File: src/rtl/motoro_ramp_ctrl.sv
// Soft-start/soft-stop frequency ramp generator feeding the three-phase commutation core.
// Direction reversals decelerate to zero and coast for a dwell period before restarting.
module motoro_ramp_ctrl #(
  parameter int FREQ_W      = 10,
  parameter int STEP_DIV    = 50000,
  parameter int STEP        = 1,
  parameter int FREQ_MIN    = 10,
  parameter int DWELL_TICKS = 200
) (
  input  logic              clk50mhz,
  input  logic              reset,
  input  logic              m3reqRun,
  input  logic              m3reqDir,
  input  logic [FREQ_W-1:0] m3reqFreq,
  output logic [FREQ_W-1:0] m3freq,
  output logic              m3dir,
  output logic              m3run,
  output logic              m3atSpeed,
  output logic              m3busy
);

  localparam int CNT_W = $clog2(STEP_DIV);
  localparam int DW_W  = $clog2(DWELL_TICKS + 1);

  localparam logic [CNT_W-1:0]  CNT_LAST = CNT_W'(STEP_DIV - 1);
  localparam logic [DW_W-1:0]   DW_LAST  = DW_W'(DWELL_TICKS - 1);
  localparam logic [FREQ_W-1:0] F_MIN    = FREQ_W'(FREQ_MIN);
  localparam logic [FREQ_W-1:0] F_STEP   = FREQ_W'(STEP);
  // Lowest frequency from which one more decel step still stays at or above FREQ_MIN.
  localparam logic [FREQ_W:0]   STOP_THR = (FREQ_W + 1)'(FREQ_MIN + STEP);

  typedef enum logic [1:0] {IDLE, RAMP, DWELL} state_t;

  state_t            state_reg, state_next;
  logic [CNT_W-1:0]  cnt_reg, cnt_next;
  logic [DW_W-1:0]   dwell_reg, dwell_next;
  logic [FREQ_W-1:0] freq_reg, freq_next;
  logic              dir_reg, dir_next;
  logic              run_reg, run_next;
  logic              at_reg, at_next;
  logic              busy_reg, busy_next;

  logic              tick;
  logic [FREQ_W-1:0] tgt;
  logic [FREQ_W:0]   up_sum;
  logic [FREQ_W-1:0] dn_diff;

  assign tick    = (cnt_reg == CNT_LAST);
  // Any stop, reversal or sub-minimum request turns into a ramp towards zero.
  assign tgt     = (!m3reqRun || (m3reqDir != dir_reg) || (m3reqFreq < F_MIN)) ? '0 : m3reqFreq;
  assign up_sum  = {1'b0, freq_reg} + {1'b0, F_STEP};
  assign dn_diff = freq_reg - F_STEP;

  always_ff @(posedge clk50mhz or posedge reset) begin
    if (reset) begin
      state_reg <= IDLE;
      cnt_reg   <= '0;
      dwell_reg <= '0;
      freq_reg  <= '0;
      dir_reg   <= 1'b0;
      run_reg   <= 1'b0;
      at_reg    <= 1'b0;
      busy_reg  <= 1'b0;
    end else begin
      state_reg <= state_next;
      cnt_reg   <= cnt_next;
      dwell_reg <= dwell_next;
      freq_reg  <= freq_next;
      dir_reg   <= dir_next;
      run_reg   <= run_next;
      at_reg    <= at_next;
      busy_reg  <= busy_next;
    end
  end

  always_comb begin
    state_next = state_reg;
    cnt_next   = tick ? '0 : cnt_reg + CNT_W'(1);
    dwell_next = dwell_reg;
    freq_next  = freq_reg;
    dir_next   = dir_reg;
    run_next   = run_reg;
    at_next    = (state_reg == RAMP) && (tgt != '0) && (freq_reg == tgt);

    case (state_reg)
      IDLE: begin
        freq_next = '0;
        run_next  = 1'b0;
        if (m3reqRun && (m3reqFreq >= F_MIN)) begin
          state_next = RAMP;
          cnt_next   = '0;
          freq_next  = F_MIN;
          run_next   = 1'b1;
          dir_next   = m3reqDir;
        end
      end
      RAMP: begin
        if (tick) begin
          if (tgt == '0) begin
            if ({1'b0, freq_reg} >= STOP_THR) begin
              freq_next = dn_diff;
            end else begin
              state_next = DWELL;
              cnt_next   = '0;
              dwell_next = '0;
              freq_next  = '0;
              run_next   = 1'b0;
            end
          end else if (freq_reg < tgt) begin
            freq_next = (up_sum > {1'b0, tgt}) ? tgt : up_sum[FREQ_W-1:0];
          end else if (freq_reg > tgt) begin
            // tgt >= FREQ_MIN >= STEP here, so dn_diff cannot underflow.
            freq_next = (dn_diff < tgt) ? tgt : dn_diff;
          end
        end
      end
      DWELL: begin
        freq_next = '0;
        run_next  = 1'b0;
        if (tick) begin
          if (dwell_reg == DW_LAST) begin
            state_next = IDLE;
          end else begin
            dwell_next = dwell_reg + DW_W'(1);
          end
        end
      end
      default: begin
        state_next = IDLE;
        freq_next  = '0;
        run_next   = 1'b0;
      end
    endcase

    busy_next = (state_next != IDLE);
  end

  assign m3freq    = freq_reg;
  assign m3dir     = dir_reg;
  assign m3run     = run_reg;
  assign m3atSpeed = at_reg;
  assign m3busy    = busy_reg;

endmodule
File: config.mk
export PLATFORM = sky130hd
export DESIGN_NAME = motoro_ramp_ctrl
export DESIGN_NICKNAME = d
export VERILOG_FILES = /design/src/rtl/motoro_ramp_ctrl.sv
export SDC_FILE = /design/constraint.sdc
export NUM_CORES = 1
export LEC_CHECK = 0
export ABC_AREA = 1
export BUFFER_PORTS_ARGS = -buffer_cell sky130_fd_sc_hd__buf_2
export CELL_PAD_IN_SITES_DETAIL_PLACEMENT = 1
export CELL_PAD_IN_SITES_GLOBAL_PLACEMENT = 2
export CORE_ASPECT_RATIO = 1.2
export CORE_MARGIN = 3
export CORE_UTILIZATION = 37
export DETAILED_ROUTE_END_ITERATION = 8
export PLACE_DENSITY = 0.86
export SLEW_MARGIN = 25
export SYNTH_ARGS = -nofsm -noshare
export SYNTH_HDL_FRONTEND = slang
export SYNTH_SLANG_ARGS = --single-unit
File: constraint.sdc
create_clock -name clk50mhz -period 6.8 [get_ports clk50mhz]
set_clock_uncertainty 0.15 [all_clocks]
set_input_delay 1.36 -clock clk50mhz [delete_from_list [all_inputs] [get_ports clk50mhz]]
set_output_delay 1.36 -clock clk50mhz [all_outputs]
set_load 0.02 [all_outputs]
==> impl_summary.log <==
INFO  metric cts_sinks = 40
INFO  metric worst_ir_drop_vdd = 0.154 mV
INFO  metric max_clock_freq = 211 MHz
INFO  metric reg2reg_depth = 18
INFO  metric critical_path.reg2reg.endpoint = m3freq[1]
INFO  metric final_min_period_over_clock_period = 69.8%
INFO  metric synthDistinctLibCells = 40
INFO  metric setup_viol = 0
INFO  metric port-buffer-count = 27
INFO  metric mostFrequentLayoutCell = sky130_fd_sc_hd__nand2_1
INFO  metric cap_viol_max_count = 0
INFO  metric ys_dominant_reg_cell = sky130_fd_sc_hd__dfrtp_1
INFO  metric postSynthRegisterBits = 40
INFO  metric fp.dieW = 95.5 microns
INFO  metric largest_net_degree_at_the_start_of_global_routing = 41
INFO  metric grt_first_pass_wirelength = 17300 microns
INFO  metric cp_common_cell = sky130_fd_sc_hd__nor2_1
INFO  metric setup_total_negative_slack = 0 ps
INFO  metric critPathBufInv = 5
INFO  metric finalNetCount = 586
INFO  metric n_antenna_cell = 0
INFO  metric avgViaCountPerCell = 5.20
INFO  metric dr.pass1.iters = 4
INFO  metric gp_congestion = 0.875
INFO  metric drc = 0
INFO  metric route.detailed.wl_per_inst = 15.6 microns
INFO  metric worst-slew-pin-transition = 745 ps
INFO  metric clock_latency = 300 ps
INFO  metric timing.critical_path.to = m3freq[1]
INFO  metric hold-worst-slack = 310 ps
INFO  metric final_layout_size_suffix_gt1_share = 14.0%
INFO  metric postCtsHoldBufs = 0
INFO  metric synth-warning-count = 0
INFO  metric finalHoldViolations = 0
INFO  metric worst-endpoint-arrival = 4780 ps
INFO  metric cts_max_level = 2
INFO  metric clock_path_buffers = 2
INFO  metric timing.critical_path.depth = 20
INFO  metric worst_path_dominant_cell_family = simple AND/OR/NAND/NOR gates
INFO  metric synthesis.area_per_instance = 6.92 sq um
INFO  metric synth.yosys.seq_area_share = 28.1%
INFO  metric power.leakage = 0.00201 uW
INFO  metric cts_tree = built
INFO  metric cp_slowest_stage_delay = 460 ps
INFO  metric floorplan.die_area = 10800 sq um
INFO  metric design.portCount = 28
INFO  metric final_core_utilization = 42.2%
INFO  metric min_path_type = reg2reg
INFO  metric power-per-cell-area = 122 nW/um^2
INFO  metric n_fill_cell = 1221
INFO  metric synthesized_instance_count = 514
INFO  metric rr_startpoint = m3dir
INFO  metric worstSetupStartpoint = m3reqFreq[7]
INFO  metric crit_path_max_fanout = 19
INFO  metric status = finished, final reports clean
INFO  metric track_usage = 20.3%
INFO  metric synth-edff-count = 0
INFO  metric clk_pin_slew_worst_paths = 80 ps
INFO  metric timing.slew.headroom = 50.0%
INFO  metric cp-start-kind = primary input
INFO  metric drt_iter0_drc = 99
INFO  metric first_global_vias = 3571
INFO  metric cts_root_buffer = sky130_fd_sc_hd__clkbuf_8
INFO  metric antenna_violations_before_repair = 0
INFO  metric setup_fix_bufs_post_cts = 0
INFO  metric globalRoute.totalOverflow = 0
INFO  metric final.min_clock_period = 4750 ps
INFO  metric criticalPathCategory = in2reg
INFO  metric cts_buffers = 5
INFO  metric timing.critical_path.required = 6830 ps
INFO  metric cts_resized = 0
INFO  metric post-dp-hpwl = 8460 microns
INFO  metric detailroute.via_count = 3448
INFO  metric max_slew_violation_count = 0
INFO  metric synthArstFlopShare = 100%
INFO  metric start_util = 38.6%
INFO  metric detail-route-antenna-nets = 0
INFO  metric num_rows = 38
INFO  metric max_reg_flops = 16
INFO  metric crit_path_end_kind = flip-flop
INFO  metric detail_route.wirelength = 10400 microns
INFO  metric design.core.area = 9220 sq um
INFO  metric areaGrowthSynthToFinish = 9.42%
INFO  metric syn-cell-area = 3560 sq um
INFO  metric crit_slowest_cell = sky130_fd_sc_hd__clkinv_1
INFO  metric die_height = 113 microns
INFO  metric cp_cell_sequence = buf_2 -> nor2_1 -> nand2_1 -> nor2_2 -> nand2_4 -> nand2_4 -> clkinv_1 -> nand2_1 -> ha_1 -> nand4_1 -> nor3_1 -> o21ai_0 -> o211ai_1 -> nor2_1 -> buf_4 -> inv_1 -> a21oi_2 -> inv_2 -> nor2_1 -> a21oi_1
INFO  metric setup_repair_after_global_routing_missed_its_margin = no
INFO  metric synth_nets = 558
INFO  metric setup_slack_of_the_worst_register_to_register_path = 2850 ps
INFO  metric most-common-layout-cells = sky130_fd_sc_hd__nand2_1 (129), sky130_fd_sc_hd__nor2_1 (60), sky130_fd_sc_hd__inv_1 (56)
synth_stat cells, types with 2 or more instances:
| cell type | n | area [sq um] |
|---|---|---|
| sky130_fd_sc_hd__xor2_1 | 12 | 105 |
| sky130_fd_sc_hd__xnor2_1 | 3 | 26.3 |
| sky130_fd_sc_hd__o21a_1 | 3 | 22.5 |
| sky130_fd_sc_hd__a211oi_1 | 2 | 15.0 |
| sky130_fd_sc_hd__o211ai_1 | 4 | 30.0 |
| sky130_fd_sc_hd__buf_2 | 4 | 20.0 |
| sky130_fd_sc_hd__nand2_4 | 4 | 45.0 |
| sky130_fd_sc_hd__nand2_2 | 7 | 43.8 |
| sky130_fd_sc_hd__a21oi_2 | 2 | 17.5 |
| sky130_fd_sc_hd__nand4_1 | 14 | 87.6 |
| sky130_fd_sc_hd__a21oi_1 | 36 | 180 |
| sky130_fd_sc_hd__nand3_1 | 31 | 155 |
| sky130_fd_sc_hd__inv_1 | 56 | 210 |
| sky130_fd_sc_hd__buf_4 | 2 | 15.0 |
| sky130_fd_sc_hd__nor2_4 | 2 | 22.5 |
| sky130_fd_sc_hd__buf_6 | 2 | 22.5 |
| sky130_fd_sc_hd__nor3_1 | 13 | 65.1 |
| sky130_fd_sc_hd__o21ai_1 | 10 | 50.1 |
| sky130_fd_sc_hd__inv_2 | 6 | 22.5 |
| sky130_fd_sc_hd__nor2_1 | 60 | 225 |
| sky130_fd_sc_hd__o21ai_0 | 12 | 60.1 |
| sky130_fd_sc_hd__dfrtp_1 | 40 | 1000 |
| sky130_fd_sc_hd__ha_1 | 30 | 375 |
| sky130_fd_sc_hd__clkinv_1 | 4 | 15.0 |
| sky130_fd_sc_hd__nand2_1 | 129 | 484 |
| sky130_fd_sc_hd__a31oi_1 | 2 | 12.5 |
| sky130_fd_sc_hd__nand3_4 | 3 | 52.6 |
| sky130_fd_sc_hd__nor2_2 | 9 | 56.3 |
report_power, final:
part | total (uW) | switching, uW | leakage, uW | internal (uW)
logic | 72.9 | 50.5 | 0.00146 | 22.3
registers | 238 | 0 | 0.000497 | 238
clock network | 164 | 83.0 | 0.0000510 | 80.9
total | 475 | 134 | 0.00201 | 341
per-layer routing:
layer / share of wire, % / track usage, % / vias to the layer above
met2: 52 / 36.9 / 41
met4: 1.5 / 4.74 / 0
met1: 43 / 25.6 / 1653
met5: 0 / 0 / -
li1: - / - / 1744
met3: 3.0 / 1.98 / 10
worst min-delay path by stage:
stage                           from    endpoint  slack, ps  cells past startpoint
final                     cnt_reg[0]  cnt_reg[0]        310                      1
after global routing      cnt_reg[0]  cnt_reg[0]        350                      1
after CTS                 cnt_reg[0]  cnt_reg[0]        320                      1
after detailed placement  cnt_reg[0]  cnt_reg[0]        300                      1
after global placement    cnt_reg[0]  cnt_reg[0]        290                      1
after floorplan           cnt_reg[0]  cnt_reg[0]        280                      1
kinds of logic after synthesis:
| group | share of synthesized area, % |
|---|---|
| XOR/XNOR | 3.69 |
| buffers and inverters | 8.58 |
| AO/OA/AOI/OAI | 12.7 |
| flip-flops | 28.1 |
| adder cells (fa/ha/maj) | 10.5 |
| AND/OR/NAND/NOR | 36.4 |
cell type report:
cell class | count | area, sq um | area share, %
Sequential cell | 40 | 1000 | 25.7
Inverter | 66 | 248 | 6.36
Clock buffer | 6 | 82.6 | 2.12
Multi-Input combinational cell | 400 | 2250 | 57.8
Tap cell | 120 | 150 | 3.86
Timing Repair Buffer | 29 | 150 | 3.86
Clock inverter | 2 | 10.0 | 0.257
through the flow:
| stage | power (uW) | instances | worst slack (ps) | area [sq um] |
|---|---|---|---|---|
| 2_1_floorplan | 294 | 514 | 2690 | 3560 |
| 3_3_place_gp | 314 | 655 | 1740 | 3800 |
| 3_5_place_dp | 316 | 655 | 1720 | 3800 |
| 4_1_cts | 484 | 663 | 2040 | 3890 |
| 5_1_grt | 504 | 663 | 1610 | 3890 |
| 6_report | 475 | 663 | 2050 | 3890 |
Power figures use the tool's default switching activity.
